`src/rtl/datafeed_sink.sv`:
```
// Datafeed stream consumer: tick edge detect, delayed sample capture, FWFT FIFO, valid/ready out.
// Define SEQ_CHECK_EN to build the captured-sequence checker (seq_err / err_count).
module datafeed_sink #(
  parameter int unsigned DATA_W      = 16,
  parameter int unsigned FIFO_DEPTH  = 16,
  parameter int unsigned CAPTURE_DLY = 2
) (
  input  logic                          clk,
  input  logic                          rst,
  input  logic                          tick_in,
  input  logic [DATA_W-1:0]             data_in,
  output logic [DATA_W-1:0]             out_data,
  output logic                          out_valid,
  input  logic                          out_ready,
  output logic [$clog2(FIFO_DEPTH):0]   fill_level,
  output logic                          overflow,
  input  logic                          clear_overflow,
  output logic                          seq_err,
  output logic [15:0]                   err_count
);

  localparam int unsigned AW = $clog2(FIFO_DEPTH);
  localparam int unsigned LW = AW + 1;

  typedef enum logic [1:0] {StIdle, StWait, StCap} state_e;

  state_e      state_q, state_d;
  logic [3:0]  dly_cnt_q, dly_cnt_d;
  logic        tick_d;
  logic        tick_edge;
  logic        cap;

  assign tick_edge = tick_in & ~tick_d;
  assign cap       = (state_q == StCap);

  always_ff @(posedge clk or posedge rst) begin
    if (rst) begin
      state_q   <= StIdle;
      dly_cnt_q <= '0;
      tick_d    <= 1'b0;
    end else begin
      state_q   <= state_d;
      dly_cnt_q <= dly_cnt_d;
      tick_d    <= tick_in;
    end
  end

  // CAP is the cycle E+CAPTURE_DLY itself, so data_in is pushed straight into the FIFO there.
  always_comb begin
    state_d   = state_q;
    dly_cnt_d = dly_cnt_q;
    unique case (state_q)
      StIdle: begin
        if (tick_edge) begin
          dly_cnt_d = 4'(CAPTURE_DLY - 1);
          state_d   = (CAPTURE_DLY == 1) ? StCap : StWait;
        end
      end
      StWait: begin
        if (dly_cnt_q <= 4'd1) begin
          state_d = StCap;
        end else begin
          dly_cnt_d = dly_cnt_q - 4'd1;
        end
      end
      StCap:   state_d = StIdle;
      default: state_d = StIdle;
    endcase
  end

  // FWFT FIFO
  logic [DATA_W-1:0] mem [FIFO_DEPTH];
  logic [AW-1:0]     wr_ptr_q, rd_ptr_q;
  logic [LW-1:0]     count_q;
  logic              full, pop, push_ok, drop;

  assign full    = (count_q == LW'(FIFO_DEPTH));
  assign out_valid = (count_q != '0);
  assign pop     = out_valid & out_ready;
  assign push_ok = cap & (~full | pop);
  assign drop    = cap & full & ~pop;

  assign out_data   = out_valid ? mem[rd_ptr_q] : '0;
  assign fill_level = count_q;

  always_ff @(posedge clk) begin
    if (push_ok) begin
      mem[wr_ptr_q] <= data_in;
    end
  end

  always_ff @(posedge clk or posedge rst) begin
    if (rst) begin
      wr_ptr_q <= '0;
      rd_ptr_q <= '0;
      count_q  <= '0;
      overflow <= 1'b0;
    end else begin
      if (push_ok) wr_ptr_q <= wr_ptr_q + 1'b1;
      if (pop)     rd_ptr_q <= rd_ptr_q + 1'b1;
      case ({push_ok, pop})
        2'b10:   count_q <= count_q + 1'b1;
        2'b01:   count_q <= count_q - 1'b1;
        default: count_q <= count_q;
      endcase
      if (drop) begin
        overflow <= 1'b1;
      end else if (clear_overflow) begin
        overflow <= 1'b0;
      end
    end
  end

`ifdef SEQ_CHECK_EN
  logic [DATA_W-1:0] prev_q;
  logic              prev_valid_q;
  logic              seq_err_q;
  logic [15:0]       err_cnt_q;
  logic [DATA_W-1:0] exp_inc, exp_alt;
  logic              mismatch;

  assign exp_inc  = prev_q + 1'b1;
  assign exp_alt  = (prev_q > DATA_W'(64)) ? '0 : DATA_W'(6);
  // Checked on every CAP, whether or not the FIFO accepted the sample.
  assign mismatch = cap & prev_valid_q & (data_in != exp_inc) & (data_in != exp_alt);

  always_ff @(posedge clk or posedge rst) begin
    if (rst) begin
      prev_q       <= '0;
      prev_valid_q <= 1'b0;
      seq_err_q    <= 1'b0;
      err_cnt_q    <= '0;
    end else begin
      seq_err_q <= mismatch;
      if (cap) begin
        prev_q       <= data_in;
        prev_valid_q <= 1'b1;
      end
      if (mismatch && err_cnt_q != 16'hFFFF) begin
        err_cnt_q <= err_cnt_q + 16'd1;
      end
    end
  end

  assign seq_err   = seq_err_q;
  assign err_count = err_cnt_q;
`else
  assign seq_err   = 1'b0;
  assign err_count = '0;
`endif

endmodule

```
`config.mk`:
```
export PLATFORM = sky130hd
export DESIGN_NAME = datafeed_sink
export DESIGN_NICKNAME = d
export VERILOG_FILES = /design/src/rtl/datafeed_sink.sv
export SDC_FILE = /design/constraint.sdc
export NUM_CORES = 1
export LEC_CHECK = 0
export BUFFER_PORTS_ARGS = -buffer_cell sky130_fd_sc_hd__buf_2
export CORE_MARGIN = 10
export CORE_UTILIZATION = 30
export DETAILED_ROUTE_END_ITERATION = 8
export MAX_ROUTING_LAYER = met4
export SKIP_LAST_GASP = 1
export SLEW_MARGIN = 20
export SYNTH_ARGS = -nofsm -noshare
export SYNTH_HDL_FRONTEND = slang
export SYNTH_SLANG_ARGS = --single-unit
export TNS_END_PERCENT = 100
```
`constraint.sdc`:
```
create_clock -name clk -period 3.8 [get_ports clk]
set_clock_uncertainty 0.1 [all_clocks]
set_input_delay 0 -clock clk [delete_from_list [all_inputs] [get_ports clk]]
set_output_delay 0 -clock clk [all_outputs]
set_load 0.02 [all_outputs]
```
---- Yosys cells after proc, flatten, opt, wreduce, memory -nomap -nowiden ----
Memories as Yosys holds them, arrays and structs flattened.
Cells that the tools add are included.
word-level totals
  flip-flop bits (word level) ............. 21
  RAM bits ................................ 256
  memories ................................ 1
memories
  memory  depth  width  read ports  clocked after memory_dff  wr ports  RTL line  RTL
  mem     16     16     1           0                         1         72        logic [DATA_W-1:0] mem [FIFO_DEPTH];
operators by class
  add/sub/neg operators ................... 5
  magnitude comparators ................... 1
  equality and inequality tests ........... 8
  muxes and demuxes ....................... 12
  bitwise gates (word level) .............. 9
  reductions and logical operators ........ 7
operator list
  operator             number
  $mux 16              1
  $pmux 5 s2           1
  $add 4x1->4 const B  2
  $mux 4               2
  $pmux 4 s2           1
  $ne 2x2->1 const B   3
  $reduce_bool 2->1    3
  $add 5x1->5 const B  1
  $and 1x1->1          5
  $eq 5x5->1 const B   1
  $reduce_bool 5->1    1
  $sub 5x1->5 const B  1
  $eq 2x1->1 const B   2
  $eq 2x2->1 const B   2
  $le 4x1->1 const B   1
  $mux 1               4
  $mux 2               2
  $pmux 2 s2           1
  $sub 4x1->4 const B  1
  $not 1->1            3
  $reduce_and 3->1     1
  $logic_not 2->1      1
  $reduce_and 2->1     1
  $or 1x1->1           1

---- Logic depth before layout (Yosys ltp) ----
Gate-level depths: netlist of run 1.
  word-level depth ........................ 6
  gate-level depth with buffers ........... 8
  depth with buffers taken out ............ 8

---- Least setup slack after synthesis of run 1 ----
Ideal clock, no wire load.
  path type ............................... register -> register
  start ................................... register count_q[0], in the netlist fill_level[0]
  end ..................................... memory mem[3][0], enable pin
  setup time .............................. 0.409 ns
  arrival time ............................ 2.461 ns
  setup slack ............................. 0.830 ns
  cell stages (with the launch flop) ...... 5
  buffers on the path ..................... 0
  path through ............................ dfrtp_1 -> nor4_2 -> a21oi_1 -> nand2_1 -> nor3_1
on the way
  longest elaborated chain between the ends .. 6
  elaborated cells on any way between the ends .. 8
  classes of those cells .................. eq/ne (1); mux (2); bitwise (4); reduce/logical (1)
RTL lines
  item                                             RTL line  RTL
  start: declaration                               74        logic [LW-1:0] count_q;
  start signal: assignment                         102       2'b10: count_q <= count_q + 1'b1;
  start signal: assignment                         103       2'b01: count_q <= count_q - 1'b1;
  start signal: assignment                         104       default: count_q <= count_q;
  $reduce_bool 5->1 or $eq 5x5->1 (tied branches)  78, 77
  $and 1x1->1 or $not 1->1 (tied branches)         79, 80
  $or 1x1->1 (*)                                   80        assign push_ok = cap & (~full | pop);
  $and 1x1->1 (*)                                  80
  $mux 1 (*)                                       87        if (push_ok) begin
  $mux 1 (not written as such) (*)                 88        mem[wr_ptr_q] <= data_in;
  end: declaration                                 72
Mark *: on every way between the ends. The rest lies on a longest branch, timed or not.

---- Final worst setup path of run 1 ----
  start ................................... register count_q[0], in the netlist fill_level[0]
  end ..................................... output port out_data[2]
on the way
  longest elaborated chain between the ends .. 2
RTL lines
  item               RTL line  RTL
  $reduce_bool 5->1  78        assign out_valid = (count_q != '0);
  $mux 16            83        assign out_data = out_valid ? mem[rd_ptr_q] : '0;
  end: declaration   12        output logic [DATA_W-1:0] out_data,
No other way between the ends.

==> run metrics, run 1 <==
status finished clean; gate family responsible for the most delay along the worst path simple AND/OR/NAND/NOR gates; share of synthesized cell area in full adder, half adder and majority cells 0.9077%; Max transition margin 44.43%; combinational family with the most area after synthesis multiplexers; ant diodes 0; synth unique cells 39; list of cells traversed by the critical path nor4_2 > a21oi_2 > buf_4 > a22oi_1 > nand2_1 > buf_2; fin crit period 2829 ps; Synth Instances 558; reg2reg setup slack 1170 ps; Clock transition at path regs 60 ps; Setup CP Type reg -> out; pin count of the biggest net entering global routing 49; Layout area overhead 17.46%; Least-Margin Pin Slew 832.6 ps; chip height 211.7 µm; crit share post-route 74.44%; Power Density 707.4 mW/mm²; Simple-Gate Fraction of Synth Area 3.699%; GR Util All Layers 10.50%; mean post-synth cell area 19.76 µm²; CP required 3700 ps; clock tree from TritonCTS done; Leak 0.004312 µW; clock buffer depth 3; number of buffers added by the clock tree synthesis step 28; first-pass GRT wire length 35220 µm; multiplexer area fraction after synthesis 15.19%; antenna violations before repair 0; worst setup path startpoint fill_level[0]; H-Tree Depth 1; antenna viol nets, final 0; Min-Delay Path Class in -> reg; most common cell after layout, fill and taps aside edfxtp_1; synthesized-area fraction occupied by xor and xnor cells 0.9531%; gpl congestion 0.7921; compound-cell area share of the yosys netlist 2.213%; Seq cells post-synth 277; number of buffers and inverters on the critical path 2; post-place setup slack 1104 ps; Worst Setup Slack, final 971.4 ps; average wire per standard cell 20.10 µm; Max stage delay on crit path 640 ps; Final setup violation count 0; via count of the first global-routing pass 5662; arrival time of data at the critical path endpoint 2730 ps; number of input and output port buffers inserted 43; number of DRC markers in iteration 0 475; Vias per Instance 4.680; slowest CP cell nor4_2; count of pins over their slew limit 0; half-perimeter wire length of the detailed placement result 14340 µm; First-pass DRT Iterations 5; Max-Cap Viols 0; horizontal extent of the die 211.7 µm; net count reported at finish 680; ports placed on the boundary 61; Residual DRC 0; highest achievable clock rate 353.5 MHz; setup total negative slack 0 ps; starting density of the core 30.26%; Syn Std Cell Area 0.01103 mm²; worst hold start tick_in; sequential share of the synthesized area 74.48%; core area 0.03643 mm²; beginning of the worst register-to-register path state_q[0]; Post CTS Setup Buffer Count 0; die area 0.04483 mm²; clock root buffer clkbuf_16; total number of vias 5331; worst-path fanout max 8; endpoint type of the worst setup path output pin; maximum VDD drop 0.0004248 V; kind of launch point of the worst setup path flip-flop; CTS sink cnt 277; layout cells sized above 1 30.85%; total global routing overflow 0; Skew-Pair Late Insertion Delay 530 ps; unrepaired setup endpoints after global routing false; Final Hold Vio Count 0; YS warnings 0; Cell Rows 70; total wire length after detailed routing 22900 µm; leading cell types in the layout, fill and taps excluded 256 x edfxtp_1, 64 x mux4_2, 43 x buf_2
## where the power goes
group | switching (µW) | internal (µW)
logic | 1670 | 1260
registers | 199 | 3540
clock network | 1080 | 1410
total | 2960 | 6210
## path summary, 6_finish.rpt
kind / to / cells past startpoint
max in group asynchronous: rd_ptr_q[0] / 3
worst min-delay path: tick_d / 2
min in group asynchronous: fill_level[2] / 3
worst max-delay path: out_data[2] / 6
worst max register to register: mem[10][8] / 5
worst min register to register: dly_cnt_q[2] / 2
## layer usage
metal,GRT usage (%),up-vias,share of wire [%]
li1,-,2391,-
met1,13.61,2767,43
met2,16.91,138,49
met3,1.449,35,6.3
met4,3.149,0,2.4
met5,-,-,0
## registers in the layout, indices dropped and copies added (netlist names)
signal	flops
wr_ptr_q	4
overflow	1
fill_level	5
rd_ptr_q	4
state_q	2
mem	256
dly_cnt_q	4
tick_d	1
## cell usage after synthesis
cell	n	area share, %
a2111oi_0	1	0.079
a21oi_1	7	0.32
a22oi_1	15	1.0
a31o_2	1	0.079
a31oi_1	1	0.057
a32oi_1	1	0.079
buf_1	4	0.14
buf_2	9	0.41
buf_4	19	1.3
buf_6	1	0.10
clkbuf_1	7	0.24
conb_1	1	0.034
dfrtp_1	21	4.8
edfxtp_1	256	70
ha_1	8	0.91
inv_1	10	0.34
mux2_2	19	1.9
mux2i_1	2	0.18
mux4_2	64	13
nand2_1	40	1.4
nand2b_1	6	0.34
nand3_1	4	0.18
nand4_1	3	0.17
nor2_1	22	0.75
nor2b_1	4	0.23
nor3_1	7	0.32
nor4_2	1	0.11
nor4b_1	1	0.079
o211a_1	1	0.091
o211ai_1	1	0.068
o21ai_0	3	0.14
o21ai_2	1	0.079
o22ai_1	1	0.057
o311ai_0	1	0.079
o31ai_1	1	0.068
or3_1	1	0.057
or4_4	1	0.10
xnor2_1	9	0.71
xor2_1	3	0.24
## layout make-up
| class | instances | area [µm²] |
|---|---|---|
| inverter | 10 | 37.54 |
| clock buffer | 31 | 711.9 |
| sequential | 277 | 8218 |
| fill | 3382 | 23480 |
| timing repair buffer | 87 | 623.1 |
| multi-input combinational | 247 | 2654 |
| tap | 468 | 585.6 |
| clock inverter | 19 | 122.6 |
## kinds of logic after synthesis
logic type,Yosys count
AO/OA/AOI/OAI,35
XOR/XNOR,12
adder cells (fa/ha/maj),8
buffers and inverters,50
flip-flops,277
multiplexers,85
other,1
AND/OR/NAND/NOR,90
## per-stage QoR
stage	hold slack (ps)	power (µW)	utilization [%]	cells	cell area (µm²)
2_1_floorplan	-123.5	5807	-	574	11090
3_3_place_gp	26.65	6762	32.68	1068	11910
3_5_place_dp	25.35	6784	32.68	1068	11910
4_1_cts	16.98	9307	35.55	1139	12950
5_1_grt	56.39	9636	35.55	1139	12950
6_report	50.08	9163	35.55	1139	12950
## timing repair
| action | CTS | global route |
|---|---|---|
| hold buffers | 21 | 0 |
| setup endpoints to repair | 0 | 0 |
| endpoints found under the hold margin | 289 | 0 |
| gates resized for setup | 0 | 0 |
Note: power is estimated with default switching activity, not from simulation.
==> run 2, diff against run 1 <==
--- a/config.mk
+++ b/config.mk
@@ -5,6 +5,7 @@
 export SDC_FILE = /design/constraint.sdc
 export NUM_CORES = 1
 export LEC_CHECK = 0
+export ABC_AREA = 1
 export BUFFER_PORTS_ARGS = -buffer_cell sky130_fd_sc_hd__buf_2
 export CORE_MARGIN = 10
 export CORE_UTILIZATION = 30
==> constraint.sdc (replaced) <==
create_clock -name clk -period 2.8 [get_ports clk]
set_clock_uncertainty 0.1 [all_clocks]
set_input_delay 0 -clock clk [delete_from_list [all_inputs] [get_ports clk]]
set_output_delay 0 -clock clk [all_outputs]
set_load 0.02 [all_outputs]
==> run 2 against run 1 <==
Compared with the run above: setup slack got worse by 930 ps; via count increased by 37%; final area increased by 2.8%; largest cell class unchanged; final cell count increased by 31%.
==> run metrics, run 2 <==
status finished clean; M1 wire length 13040 µm (+33%); Seq cells post-synth 277 (unchanged); total number of vias 7301 (+37%); die area 0.04606 mm² (+2.7%); unrepaired setup endpoints after global routing true; kind of launch point of the worst setup path flip-flop; total global routing overflow 0 (unchanged); Least-Margin Pin Slew 885.3 ps (+52.70 ps); H-Tree Depth 1 (unchanged); Layout area overhead 17.20%; fraction of power spent switching nets 38.74% (+6.5 points); topmost layer with routed signal wires met4; Async SR Flop Fraction 7.581% (unchanged); Final setup violation count 0 (unchanged); Syn Std Cell Area 0.01136 mm² (+3.0%); sequential fraction of design power 37.1% (-3.7 points); Cell Rows 71 (+1.4%); prevailing post-synth register cell edfxtp_1; dominant cell type by area after synthesis edfxtp_1; Clock transition at path regs 60 ps (about the same); maximum VDD drop 0.0008530 V (+100%); Synth Instances 876 (+57%); most frequent cell after synthesis edfxtp_1; antenna violations before repair 0 (unchanged); layout cells sized above 1 16.09% (-15 points); half-perimeter wire length of the detailed placement result 17810 µm (+24%); worst hold-check slack 28.13 ps (-21.95 ps); clock root buffer clkbuf_16; number of buffers added by the clock tree synthesis step 28 (unchanged); register containing the most flip-flops in the final layout mem; Leak 0.004495 µW (+4.2%); crit share post-route 98.69%; first-pass GRT wire length 43630 µm (+24%); gpl congestion 0.8209 (+3.6%); number of input and output port buffers inserted 43 (unchanged); antenna viol nets, final 0 (unchanged); sequential share of the synthesized area 72.28% (-2.2 points); Vias per Instance 4.890 (+4.5%); average wire per standard cell 19.07 µm (-5.1%); Setup CP Type reg -> out; post-place setup slack 521.7 ps (-582.5 ps); total wire length after detailed routing 28470 µm (+24%); clock buffer depth 3 (unchanged); leading cell types in the layout, fill and taps excluded 256 x edfxtp_1, 149 x nor2_1, 92 x o21ai_0; switching pwr 5175 µW (+75%); net count reported at finish 990 (+46%); top-area cell type share of the netlist area 67.66% (-2.1 points); number of DRC markers in iteration 0 697 (+47%); mean post-synth cell area 12.97 µm² (-34%); post-place instance area 0.01227 mm² (+3.0%); Largest register FFs 256 (unchanged); top post-synthesis cells by area edfxtp_1 68%, nor2_1 5.4%, dfrtp_1 4.6%; synth unique cells 34 (-13%); ports placed on the boundary 61 (unchanged); wire length on met2 12850 µm (+16%); arrival time of data at the critical path endpoint 2660 ps (-70 ps); starting density of the core 30.31% (+0.044 points); pin count of the biggest net entering global routing 107 (+120%); number of enable flip-flop cells after synthesis 256 (unchanged); Min-Delay Path Class in -> reg; Power Density 1003 mW/mm² (+42%); clock tree from TritonCTS done; Max transition margin 40.92% (-3.5 points); via count of the first global-routing pass 7322 (+29%); endpoint type of the worst setup path output pin; chip height 214.6 µm (+1.4%); Worst Setup Slack, final 36.78 ps (-934.7 ps); count of pins over their slew limit 0 (unchanged); Post CTS Setup Buffer Count 0 (unchanged); core area 0.03749 mm² (+2.9%); Clk network pwr share 25.2% (-2.0 points); cell internal power dissipation 8183 µW (+32%); Final Hold Vio Count 0 (unchanged); CTS sink cnt 277 (unchanged); Skew-Pair Late Insertion Delay 570 ps (+40 ps); top cells by instance count after synthesis 256 x edfxtp_1, 163 x nor2_1, 92 x o21ai_0, 56 x o21ai_1, 48 x o221ai_1; relative contribution of combinational cells to total power 37.7% (+5.7 points); worst-path fanout max 106 (+98); horizontal extent of the die 214.6 µm (+1.4%); Max-Cap Viols 0 (unchanged); Residual DRC 0 (unchanged); total non-filler cell area in the finished layout 0.01332 mm² (+2.8%); most common cell after layout, fill and taps aside edfxtp_1; First-pass DRT Iterations 5 (unchanged); GR Util All Layers 12.29% (+1.8 points); post-layout utilization of the core 35.52% (about the same); amount of wire on met3 after detailed routing 2066 µm (+43%); YS warnings 0 (unchanged); CP required 2700 ps (-1000 ps); ant diodes 0 (unchanged); highest achievable clock rate 361.9 MHz; fin crit period 2763 ps
==> run 2: cell count changes after synthesis, moves of 15 or more <==
cell / previous run / this run
o221ai_1: 0 / 48
mux2_2: 19 / 0
o21ai_1: 0 / 56
a22oi_1: 15 / 0
nor2_1: 22 / 163
o21ai_0: 3 / 92
mux4_2: 64 / 0
inv_1: 10 / 27
o22ai_1: 1 / 16
nand3_1: 4 / 30
==> run 2: path summary, 6_finish.rpt <==
path                         startpoint            to  slack [ps]  cells past startpoint
hold reg to reg            dly_cnt_q[3]  dly_cnt_q[3]         370                      1
setup reg to reg             state_q[0]     mem[2][8]         470                      6
setup / recovery            rd_ptr_q[0]   out_data[9]          40                      8
max in group asynchronous           rst   rd_ptr_q[0]        1880                      3
hold / removal                  tick_in        tick_d          30                      2
min in group asynchronous           rst      overflow          70                      3
==> run 2: layer usage <==
metal,GRT usage (%),vias up
met5,-,-
met4,2.623,0
met3,2.228,39
met2,18.69,265
met1,16.85,3613
li1,-,3384
==> run 2: layout make-up <==
cell class	instances	area [µm²]
Clock inverter	14	81.33
Timing Repair Buffer	109	819.5
Multi-Input combinational cell	513	2701
Inverter	32	122.6
Tap cell	511	639.4
Sequential cell	277	8218
Clock buffer	37	734.5
Fill cell	3712	24170
==> run 2: worst max-delay path: stages, from the launching register on <==
cell	delay (ps)
dfrtp_4	450
buf_16	350
o21ai_0	170
o22ai_1	170
nor2_1	60
nor2_1	150
o21ai_1	100
a21oi_1	360
buf_2	250
==> run 2: timing repair <==
| item | in CTS | in global routing |
|---|---|---|
| gates resized for setup | 0 | 4 |
| hold buffers | 21 | 0 |
| setup endpoints to repair | 0 | 11 |
| hold endpoints to repair | 295 | 0 |
==> run 2: power groups by stage <==
| stage | clock [µW] | sequential, µW | combinational [µW] |
|---|---|---|---|
| 2_1_floorplan | 0 | 5040 | 3370 |
| 3_3_place_gp | 0 | 5040 | 4900 |
| 3_5_place_dp | 0 | 5040 | 4960 |
| 4_1_cts | 3450 | 4950 | 5000 |
| 5_1_grt | 3590 | 4990 | 5540 |
| 6_report | 3370 | 4960 | 5030 |
==> run 2: through the flow <==
stage | power, µW | TNS [ps] | instances
after CTS | 13400 | 0 | 1493
after global placement | 9936 | 0 | 1421
after detailed placement | 9999 | 0 | 1421
after global routing | 14120 | -414.9 | 1493
final | 13360 | 0 | 1493
after floorplan | 8407 | 0 | 892
==> run 2: logic make-up (layout without fill, tap and decap cells) <==
| family | Yosys count | in the layout | synth area share, % |
|---|---|---|---|
| XOR/XNOR | 9 | 9 | 0.6938 |
| flip-flops | 277 | 277 | 72.28 |
| other | 1 | 17 | 0.03300 |
| AND/OR/NAND/NOR | 248 | 248 | 9.250 |
| adder cells (fa/ha/maj) | 8 | 8 | 0.8810 |
| buffers and inverters | 102 | 192 | 4.900 |
| AO/OA/AOI/OAI | 231 | 231 | 11.96 |
